**src/rtl/vedic_4x4.sv**
```systemverilog
// Registered 4x4 unsigned Urdhva Tiryagbhyam multiplier: input reg -> 2x2 partials -> ripple combine -> output reg.
// Latency 2 edges (3 with VEDIC_PIPE_STAGE_EN, which registers q0..q3); ena=0 freezes every register.

module vedic_2x2 (
  input  logic [1:0] a,
  input  logic [1:0] b,
  output logic [3:0] p
);
  logic cross_hi, cross_lo, vert_hi, c1;

  assign cross_hi = a[1] & b[0];
  assign cross_lo = a[0] & b[1];
  assign vert_hi  = a[1] & b[1];
  assign c1       = cross_hi & cross_lo;

  assign p[0] = a[0] & b[0];
  assign p[1] = cross_hi ^ cross_lo;
  assign p[2] = vert_hi ^ c1;
  assign p[3] = vert_hi & c1;
endmodule

module ripple_add #(
  parameter int W = 4
) (
  input  logic [W-1:0] a,
  input  logic [W-1:0] b,
  output logic [W-1:0] sum,
  output logic         co
);
  logic [W:0] c;

  always_comb begin
    c   = '0;
    sum = '0;
    for (int i = 0; i < W; i++) begin
      sum[i]  = a[i] ^ b[i] ^ c[i];
      c[i+1]  = (a[i] & b[i]) | (c[i] & (a[i] ^ b[i]));
    end
    co = c[W];
  end
endmodule

module vedic_4x4 (
  input  logic       clk,
  input  logic       rst,
  input  logic       ena,
  input  logic [7:0] ui_in,
  output logic [7:0] uo_out,
  input  logic [7:0] uio_in,
  output logic [7:0] uio_out,
  output logic [7:0] uio_oe
);
  logic [3:0] a_r, b_r;
  logic [3:0] q0, q1, q2, q3;
  logic [3:0] q0_u, q1_u, q2_u, q3_u;
  logic [7:0] p_r, p;
  logic       unused_ok;

  assign uio_out   = 8'h00;
  assign uio_oe    = 8'h00;
  assign unused_ok = &{1'b0, uio_in};

  vedic_2x2 u_q0 (.a(a_r[1:0]), .b(b_r[1:0]), .p(q0));
  vedic_2x2 u_q1 (.a(a_r[3:2]), .b(b_r[1:0]), .p(q1));
  vedic_2x2 u_q2 (.a(a_r[1:0]), .b(b_r[3:2]), .p(q2));
  vedic_2x2 u_q3 (.a(a_r[3:2]), .b(b_r[3:2]), .p(q3));

`ifdef VEDIC_PIPE_STAGE_EN
  logic [15:0] q_r;

  always_ff @(posedge clk) begin
    if (rst) begin
      q_r <= '0;
    end else if (ena) begin
      q_r <= {q3, q2, q1, q0};
    end
  end

  assign {q3_u, q2_u, q1_u, q0_u} = q_r;
`else
  assign {q3_u, q2_u, q1_u, q0_u} = {q3, q2, q1, q0};
`endif

  // Bits [1:0] come straight from q0; everything above is a 6-bit sum at weight 4.
  logic [3:0] mid_sum;
  logic       mid_co;
  logic [5:0] hi_a, hi_b;
  logic       unused_co0, unused_co1;

  ripple_add #(.W(4)) u_mid (.a(q1_u), .b(q2_u), .sum(mid_sum), .co(mid_co));

  ripple_add #(.W(6)) u_hi0 (
    .a  ({4'b0000, q0_u[3:2]}),
    .b  ({1'b0, mid_co, mid_sum}),
    .sum(hi_a),
    .co (unused_co0)
  );

  ripple_add #(.W(6)) u_hi1 (
    .a  (hi_a),
    .b  ({q3_u, 2'b00}),
    .sum(hi_b),
    .co (unused_co1)
  );

  assign p = {hi_b, q0_u[1:0]};

  always_ff @(posedge clk) begin
    if (rst) begin
      a_r <= '0;
      b_r <= '0;
      p_r <= '0;
    end else if (ena) begin
      a_r <= ui_in[7:4];
      b_r <= ui_in[3:0];
      p_r <= p;
    end
  end

  assign uo_out = p_r;
endmodule

```
**config.mk**
```make
export PLATFORM = sky130hd
export DESIGN_NAME = vedic_4x4
export DESIGN_NICKNAME = d
export VERILOG_FILES = /design/src/rtl/vedic_4x4.sv
export SDC_FILE = /design/constraint.sdc
export NUM_CORES = 1
export LEC_CHECK = 0
export ABC_AREA = 1
export CAP_MARGIN = 20
export CORE_ASPECT_RATIO = 0.6
export CORE_MARGIN = 2
export CORE_UTILIZATION = 57
export DETAILED_ROUTE_END_ITERATION = 16
export DONT_BUFFER_PORTS = 1
export GPL_ROUTABILITY_DRIVEN = 0
export PLACE_DENSITY = 0.75
export SLEW_MARGIN = 40
export SYNTH_ARGS = -nofsm -noshare
export SYNTH_HDL_FRONTEND = slang
export SYNTH_HIERARCHICAL = 1
export SYNTH_SLANG_ARGS = --single-unit
```
**constraint.sdc**
```tcl
create_clock -name clk -period 3.89 [get_ports clk]
set_input_delay 0.389 -clock clk [delete_from_list [all_inputs] [get_ports clk]]
set_output_delay 0.389 -clock clk [all_outputs]
set_load 0.005 [all_outputs]
```
# After elaboration in Yosys (flattened, before gate mapping)
# Index checks and enable logic that the tools add are counted.
# totals
memories,0
ff_bits,16
wordCells,79
in_bits,19
ram_bits,0
latchBits,0
mem_bits_ro,0
# op_classes
mux,0
eq_ne,0
shift,0
reduce_logical,0
bitwise_logic,76
add_sub_neg,0
div,0
n_lt_le_gt_ge,0
mul,0
# op_table
cell,count
$and 1x1->1,42
$xor 1x1->1,28
$or 1x1->1,6

# Longest topological paths before layout
# Gate-level depths: netlist of run 1.
# depth
depth_word,15
ltp_mapped,22
mapped_depth_nobuf,22

# Cells and area by module
# Netlist of run 1, hierarchy kept.
# by_module_without_submodules
module,n_inst,area_each_um2,seq_area_each_um2,cells_per_inst
vedic_4x4,1,794.5,320.3,118
ripple_add (u_hi0 ...),2,150.1,0.0,16
vedic_2x2,4,55.1,0.0,10
ripple_add (u_mid),1,110.1,0.0,14

# Worst setup path before layout of run 1
# No wires, ideal clock.
# synth_path
path_kind,flip-flop to flip-flop
startpoint,reg b_r[1]
endpoint,"reg p_r[7], in the netlist uo_out[7]"
slack_ps,-170
arrival_time_ps,3996
required_ps,3826
n_path_buf,0
stages_incl_launch_ff,21
period_less_slack_ps,4060
setup_time_ps,64
cell_sequence,dfxtp_1 nand2_1 inv_1 ha_1 inv_1 fa_1 inv_1 inv_1 fa_1 inv_1 fa_1 fa_1 fa_1 fa_1 inv_1 fa_1 inv_1 inv_1 nand2_1 nand2_1 nor2_1
# synth_via
elab_cells_between_ends,48
classes_between,bitwise: 48
# synth_lines
item,line_no,source
from (decl),53,"logic [3:0] a_r, b_r;"
from (signal assigned),115,b_r <= ui_in[3:0];
$and 1x1->1 (*),12,assign cross_lo = a[0] & b[1];
$xor 1x1->1 (*),17,assign p[1] = cross_hi ^ cross_lo;
via q1[1],54,"logic [3:0] q0, q1, q2, q3;"
$xor 1x1->1 (*) (2 in a row),36,sum[i] = a[i] ^ b[i] ^ c[i];
via mid_sum[1],85,logic [3:0] mid_sum;
$xor 1x1->1,37,c[i+1] = (a[i] & b[i]) | (c[i] & (a[i] ^ b[i]));
$and 1x1->1,37,
$or 1x1->1 (*),37,
$xor 1x1->1 (*),36,
via hi_a[2],87,"logic [5:0] hi_a, hi_b;"
$and 1x1->1 (*) (2 in a row),37,
$or 1x1->1 (*),37,
$and 1x1->1 (*),37,
$or 1x1->1 (*),37,
$xor 1x1->1 (*),36,
via hi_b[5],87,
to (signal assigned),116,p_r <= p;
to (decl),56,"logic [7:0] p_r, p;"
# The timed path passes the listed nets; every way through them passes the cells marked *.
# A chain may end at the register's enable or synchronous reset.

# Worst setup path in the final report of run 1
# layout_path
startpoint,reg b_r[2]
endpoint,"reg p_r[7], in the netlist uo_out[7]"
# layout_via
elab_cells_between_ends,51
classes_between,bitwise: 51
# layout_lines
item,line_no,source
$and 1x1->1 (*),11,assign cross_hi = a[1] & b[0];
$xor 1x1->1 (*),17,
via q2[1],54,
$xor 1x1->1 (*) (2 in a row),36,
via mid_sum[1],85,
$xor 1x1->1,37,
$and 1x1->1,37,
$or 1x1->1 (*),37,
$and 1x1->1 (*) (2 in a row),37,
$xor 1x1->1 (*),36,
via hi_a[4],87,
$xor 1x1->1,37,
$and 1x1->1,37,
$or 1x1->1 (*),37,
$xor 1x1->1 (*),36,
via hi_b[5],87,
# Marks and branches as above.

==> results of run 1 <==
cells in the final DEF, fill, tap and decap left out, types with 2 or more instances in the layout:
cell type  count
buf_4          8
clkbuf_8       4
conb_1        23
dfxtp_1       11
dfxtp_2        5
fa_1           6
fa_2           7
ha_1           9
ha_4           2
inv_1         52
inv_2          9
nand2_1       47
nor2_1        30
nor2_2         2
flip-flops by register name, indices dropped and copies added, names as in the netlist:
name	flops
uo_out	8
a_r	4
b_r	4
where the power goes:
group          total [mW]  switching (mW)  internal, mW  leakage, nW
Sequential          0.188          0.0102         0.178        0.134
Clock               0.145          0.0556        0.0897       0.0288
Combinational      0.0955          0.0552        0.0403        0.803
path summary, 6_finish.rpt:
check	slack (ns)	start	cells past startpoint	endpoint
worst max-delay path	-0.12	b_r[2]	20	uo_out[7]
worst min-delay path	0.27	ena	2	uo_out[7]
worst max register to register	-0.12	b_r[2]	20	uo_out[7]
worst min register to register	0.49	uo_out[5]	2	uo_out[5]
area by class of cell:
type	count	area share [%]
Multi-Input combinational cell	127	54.1
Inverter	61	14.8
Sequential cell	16	21.2
Timing Repair Buffer	8	3.89
Clock buffer	4	3.57
Tap cell	30	2.43
stage by stage:
step	hold slack [ns]	power [mW]	util [%]	area, µm²
global placement	0.479	0.277	63.9	1440
floorplan	0.466	0.274	-	1510
global route	0.269	0.460	68.2	1540
detailed placement	0.484	0.283	63.9	1440
finish	0.265	0.429	68.2	1540
CTS	0.267	0.432	67.5	1530
routing by layer:
layer  wire, µm  vias to the layer above  global-route usage, %
met5          0                        -                      0
met4          0                        0                   1.20
met3        109                        0                   5.91
met2       1120                       28                   31.2
met1       1100                      445                   23.0
li1           -                      538                      -
repair_timing:
item                                   CTS  global route
setup endpoints to repair                2             1
pin swaps                               11             1
endpoints found under the hold margin    0             0
gates resized for setup                 14             7
==> run_results.csv, run 1 <==
group,metric,value,unit
setup_path,cp-end-kind,"flop",
place,post-place-ws,-0.419,ns
global_routing,antenna_found_initial,0,
global_routing,grt_max_degree,33,
clock_network,clk-insertion-delay-late,0.25,ns
floorplan,fp.dieH,42.6,µm
cells_and_area,regArea,327,µm²
cells_and_area,final_cells,246,
setup_path,slowest_delay,0.53,ns
cells_and_area,drive_gt1_share,17.6,%
floorplan,io_pins,43,
clock_network,root_buffer,"clkbuf_8",
setup_path,crit_path_top_delay_cell,"fa_2",
clock_network,htreeDepth,1,
cells_and_area,fill_cells,195,
routing,dr_total_vias,1011,
routing,final_antenna_net_count,0,
global_routing,grt_overflow,0,
setup_path,critical-path-top-delay-family,"adder cells",
outcome,violations,"setup timing",
timing,hold_violations,0,
setup_path,criticalPathCategory,"flop to flop",
clock_network,ctsHoldBuffers,0,
pwr,powerDensity,278,nW/µm²
place,numPlacedInstances,242,
clock_network,numCtsBuffers,3,
timing,setup_ws,-0.118,ns
clock_network,cts_tree,"yes",
routing,viasPerCell,4.11,
place,hpwl,1950,µm
routing,drc,0,
pwr,power.leakage,0.966,nW
flow_run,max_cap_violations,0,
cells_and_area,multi_input_area,835,µm²
floorplan,start_util,62.7,%
setup_path,cp_max_fo,4,
global_routing,grt_pass1_wl,3930,µm
setup_path,crit_path_start_kind,"flop",
synth,avgSynthCellArea,7.02,µm²
floorplan,rows,13,
hold_path,hold_path.class,"input port to flop",
routing,drt_wl_total,2330,µm
clock_network,cts_num_sinks,16,
timing,fin_crit,4.01,ns
synth,yosysWarnings,6,
clock_network,clk_path_buf_depth,2,
clock_network,clkSlewWorstSetupHoldPaths,0.06,ns
global_routing,track_usage,18.2,%
cells_and_area,layout.nets,260,
setup_path,crit_required,4.08,ns
setup_path,path_cells,"nand2_1 -> inv_2 -> ha_4 -> inv_2 -> fa_2 -> inv_2 -> inv_1 -> fa_2 -> inv_2 -> fa_2 -> fa_2 -> fa_1 -> fa_2 -> inv_2 -> fa_1 -> inv_1 -> inv_1 -> nand2_1 -> nand2_1 -> nor2_1",
timing,rsz0062_at_grt,"true",
pwr,ir_drop,0.000224,V
place,io_buffer_count,0,
outcome,status,"finished with violations",
clock_network,post_cts_buffers,0,
timing,skew,0.00321,ns
synth,syn-instance-count,202,
cells_and_area,syn_to_final_growth,8.83,%
global_routing,first_global_vias,930,
setup_path,cp.arrival,4.20,ns
timing,slew_violations,0,
floorplan,dieWidth,68.4,µm
routing,wl_per_cell,9.47,µm
floorplan,core_area,2260,µm²
timing,max_freq,250,MHz
timing,setup_viol,1,
cells_and_area,antennaDiodeCount,0,
timing,min_period_over_period,103,%
synth,syn_area,1420,µm²
routing,dr.first_iter.drc_count,9,
routing,first_pass_iters,4,
setup_path,cp.buffers_inverters,8,
timing,final.setup.tns,-0.118,ns
floorplan,die_area,2920,µm²
Power figures use the tool's default switching activity.
==> run 2, diff against run 1 <==
--- a/config.mk
+++ b/config.mk
@@ -6,14 +6,14 @@
 export NUM_CORES = 1
 export LEC_CHECK = 0
 export ABC_AREA = 1
+export BUFFER_PORTS_ARGS = -buffer_cell sky130_fd_sc_hd__clkbuf_2
 export CAP_MARGIN = 20
 export CORE_ASPECT_RATIO = 0.6
 export CORE_MARGIN = 2
-export CORE_UTILIZATION = 57
+export CORE_UTILIZATION = 46
 export DETAILED_ROUTE_END_ITERATION = 16
-export DONT_BUFFER_PORTS = 1
 export GPL_ROUTABILITY_DRIVEN = 0
-export PLACE_DENSITY = 0.75
+export PLACE_DENSITY = 0.81
 export SLEW_MARGIN = 40
 export SYNTH_ARGS = -nofsm -noshare
 export SYNTH_HDL_FRONTEND = slang
==> run_results.csv, run 2 (synthesis gave the netlist of run 1 again) <==
group,metric,value,unit
outcome,status,"finished with violations",
outcome,violations,"setup timing",
clock_network,cts_num_sinks,16,
cells_and_area,fill_cells,289,
floorplan,die_area,3560,µm²
routing,drt_wl_total,2300,µm
setup_path,r2r_start,"b_r[2]",
routing,first_pass_iters,4,
routing,viasPerCell,3.79,
timing,setup_viol,1,
floorplan,dieWidth,75.7,µm
cells_and_area,layout_commonest_cell,"inv_1",
setup_path,crit_path_start_kind,"flop",
clock_network,numCtsBuffers,3,
global_routing,grt_overflow,0,
timing,skew,0.00308,ns
pwr,swShare,30.2,%
cells_and_area,largest_reg_flops,8,
cells_and_area,final_util,56.6,%
global_routing,grt_max_degree,33,
setup_path,timing.rr.end,"uo_out[7]",
timing,worst_pin_slew,0.561,ns
floorplan,fp.dieH,47,µm
setup_path,criticalPathCategory,"flop to flop",
clock_network,clk-insertion-delay-late,0.25,ns
routing,dr.first_iter.drc_count,14,
cells_and_area,layout.nets,279,
global_routing,first_global_vias,851,
clock_network,cts_tree,"yes",
global_routing,antenna_found_initial,0,
cells_and_area,antennaDiodeCount,0,
cells_and_area,layout_common_cells,"inv_1 (52), nand2_1 (45), nor2_1 (30)",
clock_network,clkSlewWorstSetupHoldPaths,0.06,ns
routing,dr_total_vias,1045,
floorplan,io_pins,43,
hold_path,hold_path.startpoint,"ui_in[2]",
hold_path,whs_endpoint,"b_r[2]",
floorplan,rows,15,
floorplan,core_area,2910,µm²
pwr,seq_power_share,44.1,%
pwr,ir_drop,0.000137,V
timing,slew_violations,0,
setup_path,crit_required,4.08,ns
cells_and_area,syn_to_final_growth,16.2,%
global_routing,track_usage,14.2,%
timing,setup_ws,-0.134,ns
pwr,p_clk_share,29.6,%
timing,slew_headroom,62.6,%
cells_and_area,drive_gt1_share,24.4,%
hold_path,hold_path.class,"input port to flop",
pwr,powerDensity,257,nW/µm²
setup_path,rr_worst_depth,18,
setup_path,cp-end-kind,"flop",
timing,rsz0062_at_grt,"true",
routing,final_antenna_net_count,0,
place,io_buffer_count,18,
timing,max_freq,248,MHz
timing,hold_violations,0,
pwr,power.leakage,1.04,nW
cells_and_area,final_cells,276,
place,hpwl,1850,µm
global_routing,grt_pass1_wl,3530,µm
routing,drc,0,
timing,final.setup.tns,-0.134,ns
clock_network,root_buffer,"clkbuf_8",
routing,wl_per_cell,8.32,µm
setup_path,cp_max_fo,4,
place,numPlacedInstances,272,
clock_network,clk_path_buf_depth,2,
pwr,power.switching,0.128,mW
clock_network,htreeDepth,1,
floorplan,start_util,48.7,%
place,post-place-ws,-0.477,ns
timing,fin_crit,4.02,ns
pwr,p_comb_share,26.4,%
pwr,p_int,0.295,mW
setup_path,cp.arrival,4.22,ns
setup_path,r2r_slack,-0.13,ns
timing,min_period_over_period,103,%
hold_path,hold_path_depth,5,
flow_run,max_cap_violations,0,
## run 2: changes by cell type in the layout (fill, tap and decap cells not counted), sizes merged
cell    delta
clkbuf    +17
buf        +1
## run 2: routing by layer
layer,track usage (%),vias up,routed length [µm]
met5,0,-,0
met4,6.32,0,34
met3,5.15,5,110
met2,19.8,18,1020
met1,19.7,446,1130
li1,-,576,-
## run 2: worst max path at each step
stage,end,slack [ns],depth (start not counted),startpoint
floorplan,uo_out[7],0.007,18,b_r[1]
global placement,uo_out[7],-0.40,18,a_r[2]
detailed placement,uo_out[7],-0.48,18,a_r[2]
CTS,uo_out[7],-0.22,20,a_r[0]
global route,uo_out[7],-0.32,20,b_r[1]
finish,uo_out[7],-0.13,18,b_r[2]
## run 2: final cells by class
type | count | area, µm² | area share [%]
Clock buffer | 3 | 41.3 | 2.51
Inverter | 61 | 229 | 13.9
Multi-Input combinational cell | 127 | 837 | 50.8
Sequential cell | 16 | 329 | 20.0
Tap cell | 42 | 52.6 | 3.19
Timing Repair Buffer | 27 | 158 | 9.57
## run 2: stage by stage
| stage | hold slack [ns] | cell area [µm²] | total power [mW] |
|---|---|---|---|
| 2_1_floorplan | 0.466 | 1510 | 0.274 |
| 3_3_place_gp | 0.459 | 1550 | 0.292 |
| 3_5_place_dp | 0.464 | 1550 | 0.296 |
| 4_1_cts | 0.401 | 1610 | 0.425 |
| 5_1_grt | 0.417 | 1650 | 0.453 |
| 6_report | 0.400 | 1650 | 0.423 |
## run 2: power by group through the flow
stage | clock (mW) | combinational, mW | sequential (mW)
floorplan | 0 | 0.0839 | 0.190
CTS | 0.129 | 0.111 | 0.186
finish | 0.125 | 0.112 | 0.187
global route | 0.134 | 0.131 | 0.188
global placement | 0 | 0.104 | 0.188
detailed placement | 0 | 0.107 | 0.189
## run 2: timing repair
action                                 CTS  global route
gates cloned                             0             0
setup buffers                            1             0
endpoints found under the hold margin    0             0
pin swaps                               12             7
setup endpoints to repair                2             2
hold buffers                             0             0
gates resized for setup                  9            14
## run 2: critical path, stage by stage, from the launching register on
cell     delay (ns)
dfxtp_2        0.33
nand2_1        0.07
inv_2          0.05
ha_4           0.25
inv_2          0.03
fa_1           0.37
inv_1          0.08
fa_1           0.45
fa_2           0.35
fa_2           0.35
fa_1           0.48
fa_2           0.40
inv_2          0.06
fa_1           0.40
inv_1          0.06
inv_1          0.03
nand2_1        0.05
nand2_1        0.06
nor2_1         0.09
